[src/rtl/stall_flush_ctrl.sv]
// stall_flush_ctrl: stall/flush controller for the 5-stage RISC-V pipeline.
// Resolves load-use hazards, taken-branch redirects and variable-latency
// data-memory accesses. Memory accesses use a request/acknowledge handshake
// and are guarded by a watchdog that gives up after TIMEOUT un-acked cycles.
// Optional feature: define STALL_PERF_EN to add the saturating stall_cnt
// and flush_cnt performance counters.
module stall_flush_ctrl #(
   parameter int TIMEOUT = 15,
   parameter int PERF_W  = 32
) (
   input  logic              clk,
   input  logic              rst,
   input  logic [4:0]        rs1_D,
   input  logic [4:0]        rs2_D,
   input  logic [4:0]        RD_E,
   input  logic              MemRead_E,
   input  logic              PCSrcE,
   input  logic              MemReadM,
   input  logic              MemWriteM,
   input  logic              mem_ack,
   output logic              mem_req,
   output logic              StallF,
   output logic              StallD,
   output logic              StallE,
   output logic              StallM,
   output logic              FlushD,
   output logic              FlushE,
   output logic              FlushW,
   output logic              mem_err
`ifdef STALL_PERF_EN
   ,
   output logic [PERF_W-1:0] stall_cnt,
   output logic [PERF_W-1:0] flush_cnt
`endif
);

   localparam int CW = $clog2(TIMEOUT + 1);
   localparam logic [CW-1:0] timeout_val = CW'(TIMEOUT);

   localparam logic [0:0] IDLE = 1'b0;
   localparam logic [0:0] WAIT = 1'b1;

   logic [0:0]    state_reg, state_next;
   logic [CW-1:0] wait_cnt_reg, wait_cnt_next;
   logic          acc, lu, mem_stall;

   assign acc = MemReadM | MemWriteM;
   assign lu  = MemRead_E && (RD_E != 5'd0) && ((RD_E == rs1_D) || (RD_E == rs2_D));

   // Handshake FSM, watchdog and stall/flush priority (memory > branch > load-use).
   always_comb begin
      state_next    = state_reg;
      wait_cnt_next = wait_cnt_reg;
      mem_stall     = 1'b0;
      mem_req       = 1'b0;
      mem_err       = 1'b0;
      StallF        = 1'b0;
      StallD        = 1'b0;
      StallE        = 1'b0;
      StallM        = 1'b0;
      FlushD        = 1'b0;
      FlushE        = 1'b0;
      FlushW        = 1'b0;
      // Reset forces every output low, including mid-WAIT (no error pulse).
      if (rst) begin
         case (state_reg)
            IDLE: begin
               mem_req = acc;
               if (acc && !mem_ack) begin
                  mem_stall     = 1'b1;
                  wait_cnt_next = CW'(1);
                  state_next    = WAIT;
               end
            end
            WAIT: begin
               if (mem_ack) begin
                  mem_req       = 1'b1;
                  wait_cnt_next = '0;
                  state_next    = IDLE;
               end else if (wait_cnt_reg < timeout_val) begin
                  mem_req       = 1'b1;
                  mem_stall     = 1'b1;
                  wait_cnt_next = wait_cnt_reg + CW'(1);
               end else begin
                  // Watchdog abort: drop the request and release the pipeline.
                  mem_err       = 1'b1;
                  wait_cnt_next = '0;
                  state_next    = IDLE;
               end
            end
            default: begin
               wait_cnt_next = '0;
               state_next    = IDLE;
            end
         endcase

         if (mem_stall) begin
            StallF = 1'b1;
            StallD = 1'b1;
            StallE = 1'b1;
            StallM = 1'b1;
            FlushW = 1'b1;
         end else if (PCSrcE) begin
            // A redirect discards the dependent instruction, so no load-use stall.
            FlushD = 1'b1;
            FlushE = 1'b1;
         end else if (lu) begin
            StallF = 1'b1;
            StallD = 1'b1;
            FlushE = 1'b1;
         end
      end
   end

   // FSM state and watchdog counter registers.
   always_ff @(posedge clk) begin
      if (!rst) begin
         state_reg    <= IDLE;
         wait_cnt_reg <= '0;
      end else begin
         state_reg    <= state_next;
         wait_cnt_reg <= wait_cnt_next;
      end
   end

`ifdef STALL_PERF_EN
   logic [PERF_W-1:0] stall_cnt_reg, flush_cnt_reg;

   // Saturating counters of fetch-stall cycles and Execute-bubble cycles.
   always_ff @(posedge clk) begin
      if (!rst) begin
         stall_cnt_reg <= '0;
         flush_cnt_reg <= '0;
      end else begin
         if (StallF && (stall_cnt_reg != {PERF_W{1'b1}}))
            stall_cnt_reg <= stall_cnt_reg + PERF_W'(1);
         if (FlushE && (flush_cnt_reg != {PERF_W{1'b1}}))
            flush_cnt_reg <= flush_cnt_reg + PERF_W'(1);
      end
   end

   assign stall_cnt = stall_cnt_reg;
   assign flush_cnt = flush_cnt_reg;
`endif

endmodule
[config.mk]
export PLATFORM = sky130hd
export DESIGN_NAME = stall_flush_ctrl
export DESIGN_NICKNAME = d
export VERILOG_FILES = /design/src/rtl/stall_flush_ctrl.sv
export SDC_FILE = /design/constraint.sdc
export NUM_CORES = 1
export LEC_CHECK = 0
export ABC_AREA = 1
export BUFFER_PORTS_ARGS = -buffer_cell sky130_fd_sc_hd__buf_2
export CAP_MARGIN = 30
export CORE_MARGIN = 5
export CORE_UTILIZATION = 39
export CTS_BUF_LIST = sky130_fd_sc_hd__clkbuf_4
export DETAILED_ROUTE_END_ITERATION = 10
export MAX_ROUTING_LAYER = met4
export PLACE_DENSITY = 0.74
export SLEW_MARGIN = 10
export SYNTH_ARGS = -nofsm -noshare
export SYNTH_HDL_FRONTEND = slang
export SYNTH_SLANG_ARGS = --single-unit
[constraint.sdc]
create_clock -name clk -period 3 [get_ports clk]
set_input_delay 0.3 -clock clk [delete_from_list [all_inputs] [get_ports clk]]
set_output_delay 0.3 -clock clk [all_outputs]
set_load 0.03 [all_outputs]
Word-level counts from Yosys, hierarchy flattened:

Index checks and enable logic that the tools add are counted.

* input port bits: 22
* word-level logic and storage cells: 43
* register bits: 5
* output and inout bits: 9

* order comparisons: 1
* bitwise logic cells: 2
* mux-type cells: 28
* eq/ne operators: 3
* reduce and logical (&&, ||, !) cells: 6
* add/sub/neg operators: 1

Operator list (number)
* $mux W1: 22
* $mux W4: 3
* $eq A5 B5 Y1: 2
* $pmux W4 S2: 1
* $reduce_bool A5 Y1: 1
* $add A4 B1 Y4 const B: 1
* $lt A4 B4 Y1 const B: 1
* $pmux W1 S2: 2
* $logic_and A1 B1 Y1: 3
* $ne A2 B2 Y1 const B: 1
* $logic_not A1 Y1: 1
* $logic_or A1 B1 Y1: 1
* $not A1 Y1: 1
* $or A1 B1 Y1: 1

Longest topological paths before layout:

* depth after elaboration: 7
* mapped depth: 9
* gate-level depth less buffers: 8

Least setup slack after synthesis:

No wires, ideal clock.

* kind: reg-to-output
* start: register wait_cnt_reg[0]
* end: output mem_err
* cell stages (with the launch flop): 4
* data required time: 2700 ps
* arrival time: 1552 ps
* buffers on the path: 0
* setup slack: 1148 ps
* path through: dfxtp_1 ha_1 nand3_2 nor4_1

* cells in the longest elaborated chain, start to end: 5

RTL lines
* start: declaration: RTL line 44 `logic [CW-1:0] wait_cnt_reg, wait_cnt_next;`
* start signal: assignment: RTL line 122 `wait_cnt_reg <= wait_cnt_next;`
* $lt A4 B4 Y1: RTL line 80 `end else if (wait_cnt_reg < timeout_val) begin`
* $mux W1: RTL line 80
* $mux W1: RTL line 76 `if (mem_ack) begin`
* $mux W1: RTL line 66 `case (state_reg)`
* $mux W1: RTL line 65 `if (rst) begin`
* end: declaration: RTL line 29 `output logic mem_err`

Every way passes these cells.

Final worst setup path:

* start: register wait_cnt_reg[0]
* end: output FlushE

* cells in the longest elaborated chain, start to end: 7

RTL lines
* $lt A4 B4 Y1: RTL line 80
* $mux W1: RTL line 80
* $mux W1: RTL line 76
* $pmux W1 S2: RTL line 66
* $mux W1: RTL line 65
* $mux W1: RTL line 97 `if (mem_stall) begin`
* $mux W1: RTL line 65
* end: declaration: RTL line 27 `output logic FlushE,`

Every way passes these cells. The select of a mux whose other input is x is not followed.

==> metrics.yaml <==
die_width_um: 47.3
syn-mean-instance-area_um2: 5.42
fin_skew_ns: 0.00120
place.gp.congestion: 0.849
ir_drop_mv: 0.190
holdBufCountCts: 0
setup_tns_ns: 0
port-buffer-count: 30
setup_slack_ns: 1.14
ys_ff_latch: 5
layout_min_cycle_time_ns: 1.86
die_height_um: 47.3
synth.yosys.warnings: 0
setup_viol: 0
via_per_inst: 4.55
syn-cell-area_um2: 542
grt_pass1_wl_um: 1990
drcViolationCount: 0
largest_reg_flops: 4
critPathCaptureType: "output pin"
clkSinkCount: 5
relSlewSlack_pct: 84.7
crit_required_ns: 2.70
fin_crit_sh_pct: 62.0
clkSlewWorstSetupHoldPaths_ns: 0.04
powerDensity_nw_per_um2: 339
clock_path_buffers: 2
cts_resized: 0
cts_max_level: 1
cts-root-buf: "clkbuf_4"
drtIter0Drc: 27
status: "finished clean"
synthCells: 100
min_path_type: "input pin to flip-flop"
vias: 664
drv_slew: 0
hold_viol: 0
tightestPinTransition_ns: 0.227
cts_setup_buffers: 0
final_antenna_net_count: 0
crit_arrival_ns: 1.56
grt_use_total_pct: 12.7
grt_setup_unrepaired: "no"
start_util_pct: 41.6
drv_cap: 0
post-place-ws_ns: 1.41
dr.pass1.iters: 4
wl_per_cell_um: 9.10
hpwl_um: 1140
diodes: 0
critPathKind: "flip-flop to output pin"
power_leakage_nw: 0.441
cts_tree: "built"
wl_um: 1330
synth_cell_type_count: 21
drive_gt1_share_pct: 31.3
fin_area_um2: 718
crit_path_start_kind: "flip-flop"
antenna_found_initial: 0
rrSetupSlack_ns: 1.88
cts_buffers: 3
rows: 13
path_max_fanout: 4
finalNetCount: 155
grt_max_degree: 7
fmax_mhz: 537
yosysSeqAreaShare_pct: 18.5
grt.overflow.total: 0
core_um2: 1300
dpl-instance-area_um2: 688
ios: 31
syn_nets: 123
insertion_delay_ns: 0.25
die_area_um2: 2230
grt_pass1_vias: 567
syn2layout_area_growth_pct: 32.6
layout by cell type (no fill, tap or decap), types with 2 or more instances in the layout:
master | netlist | routed
a21oi_1 | 4 | 4
a21oi_2 | 2 | 2
buf_2 | 0 | 30
clkbuf_4 | 0 | 4
dfxtp_1 | 5 | 5
inv_1 | 21 | 21
nand2_1 | 36 | 36
nand3_1 | 3 | 3
nor2_1 | 10 | 10
o21ai_0 | 2 | 2
o21ai_1 | 2 | 2
xnor2_1 | 2 | 2
cell usage after synthesis, drive strengths merged:
| library cell | count | area (um^2) |
|---|---|---|
| nand4 | 1 | 6.26 |
| nor2 | 11 | 48.8 |
| dfxtp | 5 | 100 |
| o21ai | 5 | 28.8 |
| nand2 | 37 | 141 |
| a21oi | 6 | 37.5 |
| ha | 1 | 12.5 |
| xnor2 | 2 | 17.5 |
| nand3 | 4 | 25.0 |
| a211oi | 1 | 7.51 |
| nor3 | 1 | 5.00 |
| inv | 22 | 82.6 |
| buf | 3 | 22.5 |
| nor4 | 1 | 6.26 |
power by group:
group | internal (mW) | total, mW | leakage [nW] | switching, mW
clock network | 0.0596 | 0.0913 | 0.0184 | 0.0317
logic | 0.0299 | 0.0802 | 0.382 | 0.0503
registers | 0.0692 | 0.0723 | 0.0408 | 0.00305
total | 0.159 | 0.244 | 0.441 | 0.0851
metrics by stage:
stage	total power, mW	util (%)	hold slack [ns]	instances
4_1_cts	0.245	55.2	0.342	146
2_1_floorplan	0.127	-	0.423	100
3_3_place_gp	0.152	52.9	0.482	142
5_1_grt	0.258	55.2	0.358	146
3_5_place_dp	0.154	52.9	0.500	142
6_report	0.244	55.2	0.345	146
kinds of logic after synthesis:
| group | count (synthesis) | synth area share, % |
|---|---|---|
| AND/OR/NAND/NOR | 55 | 43.0 |
| buffers and inverters | 25 | 19.4 |
| AO/OA/AOI/OAI | 12 | 13.6 |
| flip-flops | 5 | 18.5 |
| XOR/XNOR | 2 | 3.23 |
| adder cells (fa/ha/maj) | 1 | 2.31 |
per-layer routing:
metal,part of all wire [%],track usage [%],vias to the layer above,routed length (um)
met5,0,-,-,0
met4,2.5,6.63,0,33
met3,9.4,1.15,4,125
met2,47,22.2,28,626
met1,41,14.0,267,544
li1,-,-,365,-
area by class of cell:
type,count,area [um^2]
fill,147,583
sequential,5,100
inverter,22,82.6
timing repair buffer,30,150
tap,15,18.8
clock buffer,4,30.0
multi-input combinational,70,337
worst max-delay path, stage by stage, from the launching register on:
cell	delay [ns]
dfxtp_1	0.37
ha_1	0.22
nand3_2	0.11
nand2_2	0.10
o21ai_2	0.06
inv_1	0.07
nand2_1	0.06
a21oi_1	0.10
buf_2	0.21
final timing paths:
path	endpoint	depth (start not counted)	from
setup / recovery	FlushE	8	wait_cnt_reg[0]
hold / removal	wait_cnt_reg[0]	3	rst
setup reg to reg	wait_cnt_reg[3]	6	wait_cnt_reg[0]
hold reg to reg	wait_cnt_reg[1]	2	wait_cnt_reg[1]
Note: power is estimated with default switching activity, not from simulation.
